[src/rtl/nat_tuple_extract_if.sv]
// Packet stream bundle (data, byte enables, valid/ready, last) shared by the
// snooped input side and the forwarded output side of the tuple extractor.
interface nat_tuple_extract_if #(
  parameter int DATA_W = 64
) ();
  logic [DATA_W-1:0]   tdata;
  logic [DATA_W/8-1:0] tkeep;
  logic                tvalid;
  logic                tlast;
  logic                tready;

  modport master (output tdata, output tkeep, output tvalid, output tlast, input tready);
  modport slave  (input tdata, input tkeep, input tvalid, input tlast, output tready);
endinterface

[src/rtl/nat_tuple_extract.sv]
// Snoops a 64-bit Ethernet/IPv4 stream and emits one 5-tuple per TCP/UDP packet
// for the NAT hash stage. Beats pass straight through; only a blocked tuple stalls.
module nat_tuple_extract #(
  parameter int DATA_W = 64,
  parameter int CNT_W  = 16
) (
  input  logic                clk,
  input  logic                reset,
  nat_tuple_extract_if.slave  s,
  nat_tuple_extract_if.master m,
  output logic [127:0]        tuple_data,
  output logic                tuple_valid,
  input  logic                tuple_ready,
  output logic [CNT_W-1:0]    skip_count
);

  localparam int NBYTES = DATA_W / 8;
  localparam logic [0:0] ST_HDR     = 1'b0;
  localparam logic [0:0] ST_PAYLOAD = 1'b1;

  logic [0:0]       state_reg, state_next;
  logic [2:0]       beat_reg, beat_next;
  logic             fail_reg, fail_next;
  logic [7:0]       proto_reg;
  logic [31:0]      src_ip_reg;
  logic [15:0]      dst_ip_hi_reg;
  logic [127:0]     tuple_reg;
  logic             tuple_valid_reg;
  logic [CNT_W-1:0] skip_reg;

  logic             stall;
  logic             xfer;
  logic             beat_fail;
  logic             load_tuple;
  logic             skip_inc;
  logic [127:0]     new_tuple;
  logic [7:0]       beat_byte [NBYTES];

  // Byte k of the beat is wire byte 8*beat+k.
  generate
    for (genvar gi = 0; gi < NBYTES; gi++) begin : g_bytes
      assign beat_byte[gi] = s.tdata[8*gi +: 8];
    end
  endgenerate

  assign stall    = (state_reg == ST_HDR) && (beat_reg == 3'd4) && tuple_valid_reg && !tuple_ready;
  assign m.tdata  = s.tdata;
  assign m.tkeep  = s.tkeep;
  assign m.tlast  = s.tlast;
  assign m.tvalid = s.tvalid && !stall;
  assign s.tready = m.tready && !stall;
  assign xfer     = s.tvalid && s.tready;

  // Beat 4 carries dst_ip low half and both ports; the rest was latched earlier.
  assign new_tuple = {24'h0, src_ip_reg, dst_ip_hi_reg, beat_byte[0], beat_byte[1],
                      beat_byte[2], beat_byte[3], beat_byte[4], beat_byte[5], proto_reg};

  always_comb begin
    beat_fail = 1'b0;
    case (beat_reg)
      3'd1: begin
        if ({beat_byte[4], beat_byte[5]} != 16'h0800 || beat_byte[6] != 8'h45)
          beat_fail = 1'b1;
      end
      3'd2: begin
        if (({beat_byte[4], beat_byte[5]} & 16'h3FFF) != 16'h0000)
          beat_fail = 1'b1;
        if (beat_byte[7] != 8'd6 && beat_byte[7] != 8'd17)
          beat_fail = 1'b1;
      end
      default: beat_fail = 1'b0;
    endcase
  end

  always_comb begin
    state_next = state_reg;
    beat_next  = beat_reg;
    fail_next  = fail_reg;
    load_tuple = 1'b0;
    skip_inc   = 1'b0;
    if (xfer) begin
      if (state_reg == ST_HDR) begin
        if (beat_reg != 3'd4) begin
          if (s.tlast) begin
            skip_inc  = 1'b1;
            beat_next = 3'd0;
            fail_next = 1'b0;
          end else begin
            beat_next = beat_reg + 3'd1;
            fail_next = fail_reg | beat_fail;
          end
        end else begin
          beat_next  = 3'd0;
          fail_next  = 1'b0;
          skip_inc   = fail_reg;
          load_tuple = !fail_reg;
          state_next = s.tlast ? ST_HDR : ST_PAYLOAD;
        end
      end else if (s.tlast) begin
        state_next = ST_HDR;
        beat_next  = 3'd0;
      end
    end
  end

  always_ff @(posedge clk) begin
    if (!reset) begin
      state_reg       <= ST_HDR;
      beat_reg        <= 3'd0;
      fail_reg        <= 1'b0;
      proto_reg       <= 8'd0;
      src_ip_reg      <= 32'd0;
      dst_ip_hi_reg   <= 16'd0;
      tuple_reg       <= 128'd0;
      tuple_valid_reg <= 1'b0;
      skip_reg        <= '0;
    end else begin
      state_reg <= state_next;
      beat_reg  <= beat_next;
      fail_reg  <= fail_next;
      if (xfer && state_reg == ST_HDR && beat_reg == 3'd2)
        proto_reg <= beat_byte[7];
      if (xfer && state_reg == ST_HDR && beat_reg == 3'd3) begin
        src_ip_reg    <= {beat_byte[2], beat_byte[3], beat_byte[4], beat_byte[5]};
        dst_ip_hi_reg <= {beat_byte[6], beat_byte[7]};
      end
      // A fresh load wins over a same-cycle acceptance of the old tuple.
      if (load_tuple) begin
        tuple_reg       <= new_tuple;
        tuple_valid_reg <= 1'b1;
      end else if (tuple_valid_reg && tuple_ready) begin
        tuple_valid_reg <= 1'b0;
      end
      if (skip_inc && skip_reg != {CNT_W{1'b1}})
        skip_reg <= skip_reg + 1'b1;
    end
  end

  assign tuple_data  = tuple_reg;
  assign tuple_valid = tuple_valid_reg;
  assign skip_count  = skip_reg;

endmodule

[src/flat_wrapper.sv]
// flat-port wrapper written by rule: the top's interface ports become plain ports
module nat_tuple_extract_flat 
#(
  parameter int DATA_W = 64,
  parameter int CNT_W  = 16
)
  (clk, reset, tuple_data, tuple_valid, tuple_ready, skip_count, s_tdata, s_tkeep, s_tvalid, s_tlast, s_tready, m_tdata, m_tkeep, m_tvalid, m_tlast, m_tready);
  nat_tuple_extract_if #(.DATA_W(DATA_W)) s_i ();
  nat_tuple_extract_if #(.DATA_W(DATA_W)) m_i ();
  input  logic clk;
  input  logic reset;
  output logic [127:0] tuple_data;
  output logic tuple_valid;
  input  logic tuple_ready;
  output logic [CNT_W-1:0] skip_count;
  input wire logic [$bits(s_i.tdata)-1:0] s_tdata;
  input wire logic [$bits(s_i.tkeep)-1:0] s_tkeep;
  input wire logic [$bits(s_i.tvalid)-1:0] s_tvalid;
  input wire logic [$bits(s_i.tlast)-1:0] s_tlast;
  output wire logic [$bits(s_i.tready)-1:0] s_tready;
  output wire logic [$bits(m_i.tdata)-1:0] m_tdata;
  output wire logic [$bits(m_i.tkeep)-1:0] m_tkeep;
  output wire logic [$bits(m_i.tvalid)-1:0] m_tvalid;
  output wire logic [$bits(m_i.tlast)-1:0] m_tlast;
  input wire logic [$bits(m_i.tready)-1:0] m_tready;
  assign s_i.tdata = s_tdata;
  assign s_i.tkeep = s_tkeep;
  assign s_i.tvalid = s_tvalid;
  assign s_i.tlast = s_tlast;
  assign s_tready = s_i.tready;
  assign m_tdata = m_i.tdata;
  assign m_tkeep = m_i.tkeep;
  assign m_tvalid = m_i.tvalid;
  assign m_tlast = m_i.tlast;
  assign m_i.tready = m_tready;
  nat_tuple_extract #(.DATA_W(DATA_W), .CNT_W(CNT_W)) u_core (.clk(clk), .reset(reset), .s(s_i), .m(m_i), .tuple_data(tuple_data), .tuple_valid(tuple_valid), .tuple_ready(tuple_ready), .skip_count(skip_count));
endmodule
[config.mk]
export PLATFORM = sky130hd
export DESIGN_NAME = nat_tuple_extract_flat
export DESIGN_NICKNAME = d
export VERILOG_FILES = /design/src/rtl/nat_tuple_extract_if.sv /design/src/rtl/nat_tuple_extract.sv /design/src/flat_wrapper.sv
export SDC_FILE = /design/constraint.sdc
export NUM_CORES = 1
export LEC_CHECK = 0
export ABC_AREA = 0
export CAP_MARGIN = 0
export CORE_UTILIZATION = 39
export DETAILED_ROUTE_END_ITERATION = 10
export GPL_TIMING_DRIVEN = 0
export PLACE_DENSITY = 0.81
export RECOVER_POWER = 100
export REMOVE_ABC_BUFFERS = 1
export SLEW_MARGIN = 0
export SYNTH_ARGS = -nofsm -noshare
export SYNTH_HDL_FRONTEND = slang
export SYNTH_SLANG_ARGS = --single-unit
[constraint.sdc]
create_clock -name clk -period 2.7 [get_ports clk]
set_input_delay 0.675 -clock clk [delete_from_list [all_inputs] [get_ports clk]]
set_output_delay 0.675 -clock clk [all_outputs]
set_load 0.1 [all_outputs]
Word level (Yosys, flattened, before mapping)
Cells that the tools add are included.

Bits of input ports: 78. Flip-flop bits (word level): 182. Word-level logic and storage cells: 66. Output and inout bits: 220.

Add/sub/neg operators: 2. Equality and inequality tests: 11. Bitwise logic cells: 2. Reduce and logical (&&, ||, !) cells: 20. Mux-type cells: 22.

Operators with widths (count): 1-bit 2-to-1 mux (17); 16-bit by 1-bit adder with 16-bit output, second input constant (1); 16-bit by 12-bit inequality test with 1-bit output, second input constant (1); 16-bit inequality test, second input constant (1); 16-bit nonzero test (1); 1-bit logical AND (12); 3-bit 2-to-1 mux (4); 8-bit by 3-bit inequality test with 1-bit output, second input constant (1); 8-bit by 5-bit inequality test with 1-bit output, second input constant (1); 8-bit by 7-bit inequality test with 1-bit output, second input constant (1); 3-bit by 2-bit == test with 1-bit output, second input constant (2); 2-bit AND reduction (2); 3-bit by 1-bit adder with 3-bit output, second input constant (1); 3-bit by 1-bit == test with 1-bit output, second input constant (1); 3-bit == test, second input constant (1); 1-bit zero test (3); 3-bit inequality test, second input constant (1); 2-bit inequality test, second input constant (1); 1-bit case mux with 2 select lines (1); 2-bit nonzero test (1); 1-bit logical OR (1); 1-bit NOT (1); 1-bit bitwise OR (1).

Depth between registers and ports, before layout
Gate-level depths: netlist (run 1).

Word-level depth: 9. Depth in mapped cells: 9. Gate-level depth less buffers: 6.

Worst setup path before layout (run 1)
No wires, ideal clock.

Path kind: reg-to-output. Start: reg u_core.tuple_valid_reg, in the netlist u_core.tuple_valid. End: out m_tvalid. Data required time: 2025 ps. Buffers on the path: 0. Arrival: 2569 ps. Slack: -544 ps. Cell stages (with the launch flop): 4. Cells stage by stage: dfxtp_1 and4b_1 nor2b_1 nor2b_1.

Cells in the longest elaborated chain, start to end: 4.

RTL lines: from (decl) (line nat_tuple_extract.sv:28) `logic tuple_valid_reg;`; from (signal assigned) (line nat_tuple_extract.sv:115) `tuple_valid_reg <= 1'b0;`; from (signal assigned) (line nat_tuple_extract.sv:130) `tuple_valid_reg <= 1'b1;`; from (signal assigned) (line nat_tuple_extract.sv:132) `tuple_valid_reg <= 1'b0;`; 1-bit logical AND (2 in series) (line nat_tuple_extract.sv:46) `assign stall = (state_reg == ST_HDR) && (beat_reg == 3'd4) && tuple_valid_reg && !tuple_ready;`; 1-bit zero test (line nat_tuple_extract.sv:50) `assign m.tvalid = s.tvalid && !stall;`; 1-bit logical AND (line nat_tuple_extract.sv:50); to (decl) (line flat_wrapper.sv:23) `output wire logic [$bits(m_i.tvalid)-1:0] m_tvalid;`.

No other way between the ends.

Worst setup path in the final report (run 1)
Start: in s_tdata[1]. End: out m_tdata[1].

RTL lines: from (decl) (line flat_wrapper.sv:16) `input wire logic [$bits(s_i.tdata)-1:0] s_tdata;`; to (decl) (line flat_wrapper.sv:21) `output wire logic [$bits(m_i.tdata)-1:0] m_tdata;`.

No word-level cell between the ends.

==> results_dict.tcl, run 1 <==
set metrics [dict create \
    crit_cells 2 \
    cts_max_level 4 \
    gp_congestion 0.808 \
    placedCellCount 1352 \
    fin_crit_ps 2680 \
    skew_ps 9.88 \
    place_area_mm2 0.00983 \
    die_h_um 141 \
    synth_area_leaders "dfxtp_1 (48%), nand2_1 (16%), a21oi_1 (11%), buf_4 (9.6%), mux2i_1 (2.1%)" \
    track_usage_pct 19.0 \
    r2r-start "u_core.beat_reg[0]$_SDFFE_PN0P_" \
    timing.critical_path.from "s_tdata[1]" \
    pin_count 298 \
    leakage_uw 0.00362 \
    largest_reg_flops 104 \
    final_layout_size_suffix_gt1_share_pct 10.5 \
    syn_area_mm2 0.00758 \
    synth-compound-area-share_pct 13.0 \
    fp.dieArea_mm2 0.0200 \
    cts_sinks 182 \
    dp_hpwl_um 13400 \
    slew_headroom_pct 21.0 \
    portBuffers 257 \
    antenna_found_initial 0 \
    tightest_slew_ps 1190 \
    ys_seq_elements 182 \
    core_mm2 0.0189 \
    cts_tree "yes" \
    die_w_um 141 \
    rsz0062_at_grt "no" \
    hold_slack_ps 449 \
    postCtsHoldBufs 0 \
    synth_simple_gate_area_share_pct 22.5 \
    synth_adder_area_share_pct 0.991 \
    fmax_mhz 373 \
    synth_largest_area_cell "dfxtp_1" \
    ys_types 46 \
    p_total_uw 6170 \
    ys_seq_area_share_pct 48.1 \
    critPathRequiredTime_ps 2030 \
    row_count 50 \
    drtIter0Drc 373 \
    drc 0 \
    power_density_mw_per_mm2 593 \
    layout_common_cells "nand2_1 (320), dfxtp_1 (180), a21oi_1 (161)" \
    syn_avg_cell_area_um2 7.97 \
    clk_pin_slew_ps 70 \
    synth_top_area_share_pct 48.1 \
    area_growth_pct 37.4 \
    critical_path.top_delay_family "buffers and inverters" \
    cap_violations 0 \
    ff2ff_path_depth 7 \
    drtPass1Iterations 4 \
    finalCritPeriodShare_pct 99.4 \
    status "completed" \
    synthMuxAreaShare_pct 2.11 \
    fin_util_pct 55.1 \
    num_antenna_cells 0 \
    holdCritPathClass "flip-flop to flip-flop" \
    async_flop_share_pct 0 \
    clockRootBuffer "clkbuf_16" \
    ir_drop_v 0.000404 \
    worstPathMaxFanout 2 \
    synth-xor-area-share_pct 0 \
    cts_inserted_buffers 17 \
    cts.path.max_buffers 2 \
    routed_wl_um 19500 \
    fin_cells 1387 \
    rrSetupSlack_ps 130 \
    layout_commonest_cell "nand2_1" \
    ys.flop_type "dfxtp_1" \
    vias 6699 \
    slew_violations 0 \
    crit_path_end "m_tdata[1]" \
    design_area_mm2 0.0104 \
    end_kind "output pin" \
    slowest_delay_ps 860 \
    grt_pass1_wl_um 30300 \
    finalNetCount 1198 \
    slowest_stage "dlygate4sd2_1" \
    r2r_end "u_core.src_ip_reg[20]$_SDFFE_PN0P_" \
    synth_cells 951 \
    initial_utilization_pct 40.1 \
    setup_violations 0 \
    worstSetupPathType "primary input to output pin" \
    cp-start-kind "primary input" \
    cp.arrival_ps 2010 \
    wl_per_cell_um 14.1 \
    insertion_delay_ps 420 \
    yosysWarnings 0 \
    grt_overflow_total 0 \
    path_cells "clkdlybuf4s50_1, dlygate4sd2_1" \
    drt-vias-per-instance 4.83 \
    synth_top_family_by_area "simple AND/OR/NAND/NOR gates" \
    first_global_vias 5978 \
    synth_edf_count 0 \
    ant_nets 0 \
    grt_max_degree 96 \
    crit_buf_inv 2 \
    hold_viol_final 0 \
]
==> how the worst min path moves through the flow <==
stage                                                startpoint  slack, ps  cells past startpoint                                  to
after floorplan                u_core.proto_reg[0]$_SDFFE_PN0P_        430                      2   u_core.tuple_data[0]$_SDFFE_PN0P_
after global placement       u_core.src_ip_reg[18]$_SDFFE_PN0P_        440                      2  u_core.tuple_data[90]$_SDFFE_PN0P_
after detailed placement       u_core.proto_reg[0]$_SDFFE_PN0P_        440                      2   u_core.tuple_data[0]$_SDFFE_PN0P_
after CTS                 u_core.dst_ip_hi_reg[14]$_SDFFE_PN0P_        450                      2  u_core.tuple_data[70]$_SDFFE_PN0P_
after global routing          u_core.src_ip_reg[4]$_SDFFE_PN0P_        470                      2  u_core.tuple_data[76]$_SDFFE_PN0P_
final                        u_core.tuple_data[54]$_SDFFE_PN0P_        450                      2  u_core.tuple_data[54]$_SDFFE_PN0P_
==> through the flow <==
stage,TNS (ps),worst slack (ps)
after global placement,-1034230,-6910
after CTS,0,1.38
after detailed placement,-62290,-832
final,0,15.6
after floorplan,-421870,-2820
after global routing,0,0.857
==> worst min-delay path, cell delays in order, from the launching register on <==
cell     delay (ps)
dfxtp_1         310
nand2_1          50
a21oi_1          50
==> report_power, final <==
group	leakage, uW	internal (uW)	switching, uW	total [uW]
Combinational	0.00184	155	674	829
Clock	0.000309	1590	1060	2650
Sequential	0.00147	2690	3.61	2690
Total	0.00362	4430	1740	6170
==> layout make-up <==
class,count,area [um^2]
repair buffers,276,2720
inverters,8,32.5
clock buffers,19,443
well taps,260,325
clock inverters,13,190
fillers,1733,8490
flip-flops and latches,182,3650
multi-input cells,629,3050
==> synthesized netlist by cell type (all sizes together) (2+ instances only) <==
master / instances
nor2: 13
nand3b: 2
o21a: 2
clkbuf: 37
ha: 6
nor4bb: 3
nor3b: 2
nand3: 10
and4: 3
nor2b: 5
nor3: 3
or4: 9
nor4b: 3
nand2: 320
a21oi: 161
mux2i: 16
nor4: 12
o21ai: 4
nand2b: 6
dfxtp: 182
inv: 8
o31ai: 8
nand4: 4
buf: 118
==> cell families after synthesis <==
| logic type | count (synthesis) |
|---|---|
| AOI/OAI and AO/OA | 185 |
| buffers and inverters | 163 |
| and+or+nand+nor | 398 |
| other | 1 |
| DFF | 182 |
| adders and majority gates | 6 |
| muxes | 16 |
==> per-layer routing <==
layer,GRT usage (%),vias to the layer above,wire length [um],share of wire (%)
met2,32.2,208,9610,49
met1,23.2,3128,8570,44
met4,6.68,0,195,1.0
met3,4.96,14,1160,5.9
met5,0,-,0,0
li1,-,3349,-,-
==> repair_timing <==
action | in CTS | in global routing
pin swaps | 0 | 1
endpoints found under the setup margin | 79 | 79
gates resized for setup | 192 | 21
buffers inserted | 0 | 3
(Power assumes the default switching activity.)
==> run 2: changes to the inputs <==
--- a/config.mk
+++ b/config.mk
@@ -10,7 +10,7 @@
 export CORE_UTILIZATION = 39
 export DETAILED_ROUTE_END_ITERATION = 10
 export GPL_TIMING_DRIVEN = 0
-export PLACE_DENSITY = 0.81
+export PLACE_DENSITY = 0.71
 export RECOVER_POWER = 100
 export REMOVE_ABC_BUFFERS = 1
 export SLEW_MARGIN = 0
==> results_dict.tcl, run 2 (same netlist as run 1, synthesis figures left out) <==
set metrics [dict create \
    cts_sinks 182 \
    initial_utilization_pct 40.1 \
    ir_drop_v 0.000409 \
    drtPass1Iterations 5 \
    power_density_mw_per_mm2 570 \
    fin_crit_ps 2680 \
    final_layout_size_suffix_gt1_share_pct 9.87 \
    whs_endpoint "u_core.tuple_data[85]$_SDFFE_PN0P_" \
    fp.dieArea_mm2 0.0200 \
    critPathRequiredTime_ps 2030 \
    cp.arrival_ps 2010 \
    slowest_delay_ps 860 \
    slowest_stage "dlygate4sd2_1" \
    worstPathMaxFanout 2 \
    holdCritPathClass "flip-flop to flip-flop" \
    wl_per_cell_um 14.0 \
    cap_violations 0 \
    tightest_slew_ps 1200 \
    grt_overflow_total 0 \
    routed_wl_um 19400 \
    grt_max_degree 116 \
    slew_violations 0 \
    layout_common_cells "nand2_1 (320), dfxtp_1 (181), a21oi_1 (161)" \
    hp-start "u_core.src_ip_reg[13]$_SDFFE_PN0P_" \
    num_antenna_cells 0 \
    cts_tree "yes" \
    end_kind "output pin" \
    layout_commonest_cell "nand2_1" \
    drtIter0Drc 246 \
    cts_max_level 4 \
    r2r_end "u_core.src_ip_reg[23]$_SDFFE_PN0P_" \
    grt_pass1_wl_um 30600 \
    die_h_um 141 \
    fillCellCount 1826 \
    slew_headroom_pct 20.1 \
    ant_nets 0 \
    drc 0 \
    first_global_vias 5932 \
    finalNetCount 1197 \
    whs_path_depth 2 \
    crit_buf_inv 2 \
    portBuffers 257 \
    dp_hpwl_um 13200 \
    rsz0062_at_grt "no" \
    hold_viol_final 0 \
    cts.path.max_buffers 2 \
    vias 6672 \
    skew_ps 9.80 \
    gp_congestion 0.777 \
    insertion_delay_ps 420 \
    pin_count 298 \
    leakage_uw 0.00350 \
    r2r-start "u_core.beat_reg[0]$_SDFFE_PN0P_" \
    setup_violations 0 \
    antenna_found_initial 0 \
    clk_pin_slew_ps 70 \
    path_cells "clkdlybuf4s50_1, dlygate4sd2_1" \
    cts_inserted_buffers 17 \
    largest_reg_flops 104 \
    row_count 50 \
    clockRootBuffer "clkbuf_16" \
    finalCritPeriodShare_pct 99.4 \
    ff2ff_path_depth 7 \
    critical_path.top_delay_family "buffers and inverters" \
    cp-start-kind "primary input" \
    fmax_mhz 373 \
    die_w_um 141 \
    status "completed" \
    track_usage_pct 19.2 \
    fin_setup_tns_ps 0 \
    core_mm2 0.0189 \
    area_growth_pct 36.4 \
    drt-vias-per-instance 4.82 \
    rrSetupSlack_ps 180 \
    worstSetupPathType "primary input to output pin" \
    fin_util_pct 54.7 \
]
run 2: cell types whose count changed in the layout (fill, tap and decap cells not counted), moves of 3 or more:
cell / change
clkdlybuf4s50_1: +20
buf_4: -5
buf_8: +6
inv_8: +3
dlygate4sd3_1: -20
bufinv_16: -4
run 2: how the worst max path moves through the flow:
stage | depth (start not counted) | from | to
CTS | 2 | s_tdata[1] | m_tdata[1]
global placement | 5 | s_tvalid | u_core.tuple_data[60]$_SDFFE_PN0P_
global route | 2 | s_tdata[10] | m_tdata[10]
detailed placement | 5 | tuple_ready | m_tvalid
floorplan | 4 | u_core.tuple_valid$_SDFFE_PN0P_ | u_core.tuple_data[0]$_SDFFE_PN0P_
finish | 2 | s_tdata[7] | m_tdata[7]
run 2: through the flow:
step | instances | worst slack [ps] | cell area, um^2 | power, uW | hold WS [ps]
2_1_floorplan | 819 | -2820 | 6690 | 2970 | 431
3_3_place_gp | 1336 | -7050 | 9590 | 3610 | 437
3_5_place_dp | 1353 | -826 | 9860 | 3620 | 444
4_1_cts | 1384 | 0.00422 | 10500 | 5970 | 443
5_1_grt | 1385 | 0.308 | 10300 | 6080 | 462
6_report | 1385 | 15.6 | 10300 | 5890 | 442
run 2: what timing repair did:
item,CTS,global route
gates resized for setup,185,20
hold buffers,0,0
setup endpoints to repair,78,45
buffers inserted,0,1
run 2: cell type report:
type | instances | area (um^2) | share of cell area, %
Multi-Input combinational cell | 629 | 3070 | 29.7
Inverter | 8 | 35.0 | 0.339
Timing Repair Buffer | 275 | 2700 | 26.1
Tap cell | 260 | 325 | 3.15
Clock buffer | 17 | 425 | 4.12
Clock inverter | 14 | 141 | 1.37
Sequential cell | 182 | 3640 | 35.3
run 2: power breakdown:
group / switching (uW) / internal (uW)
registers: 3.39 / 2680
clock network: 1150 / 1220
logic: 673 / 154
total: 1830 / 4060
run 2: routing by layer:
| layer | part of all wire, % | GRT usage, % | wire length, um |
|---|---|---|---|
| met1 | 44 | 23.6 | 8480 |
| met2 | 50 | 32.7 | 9660 |
| met3 | 6.0 | 5.50 | 1160 |
| met4 | 0.67 | 5.43 | 130 |
| met5 | 0 | 0 | 0 |
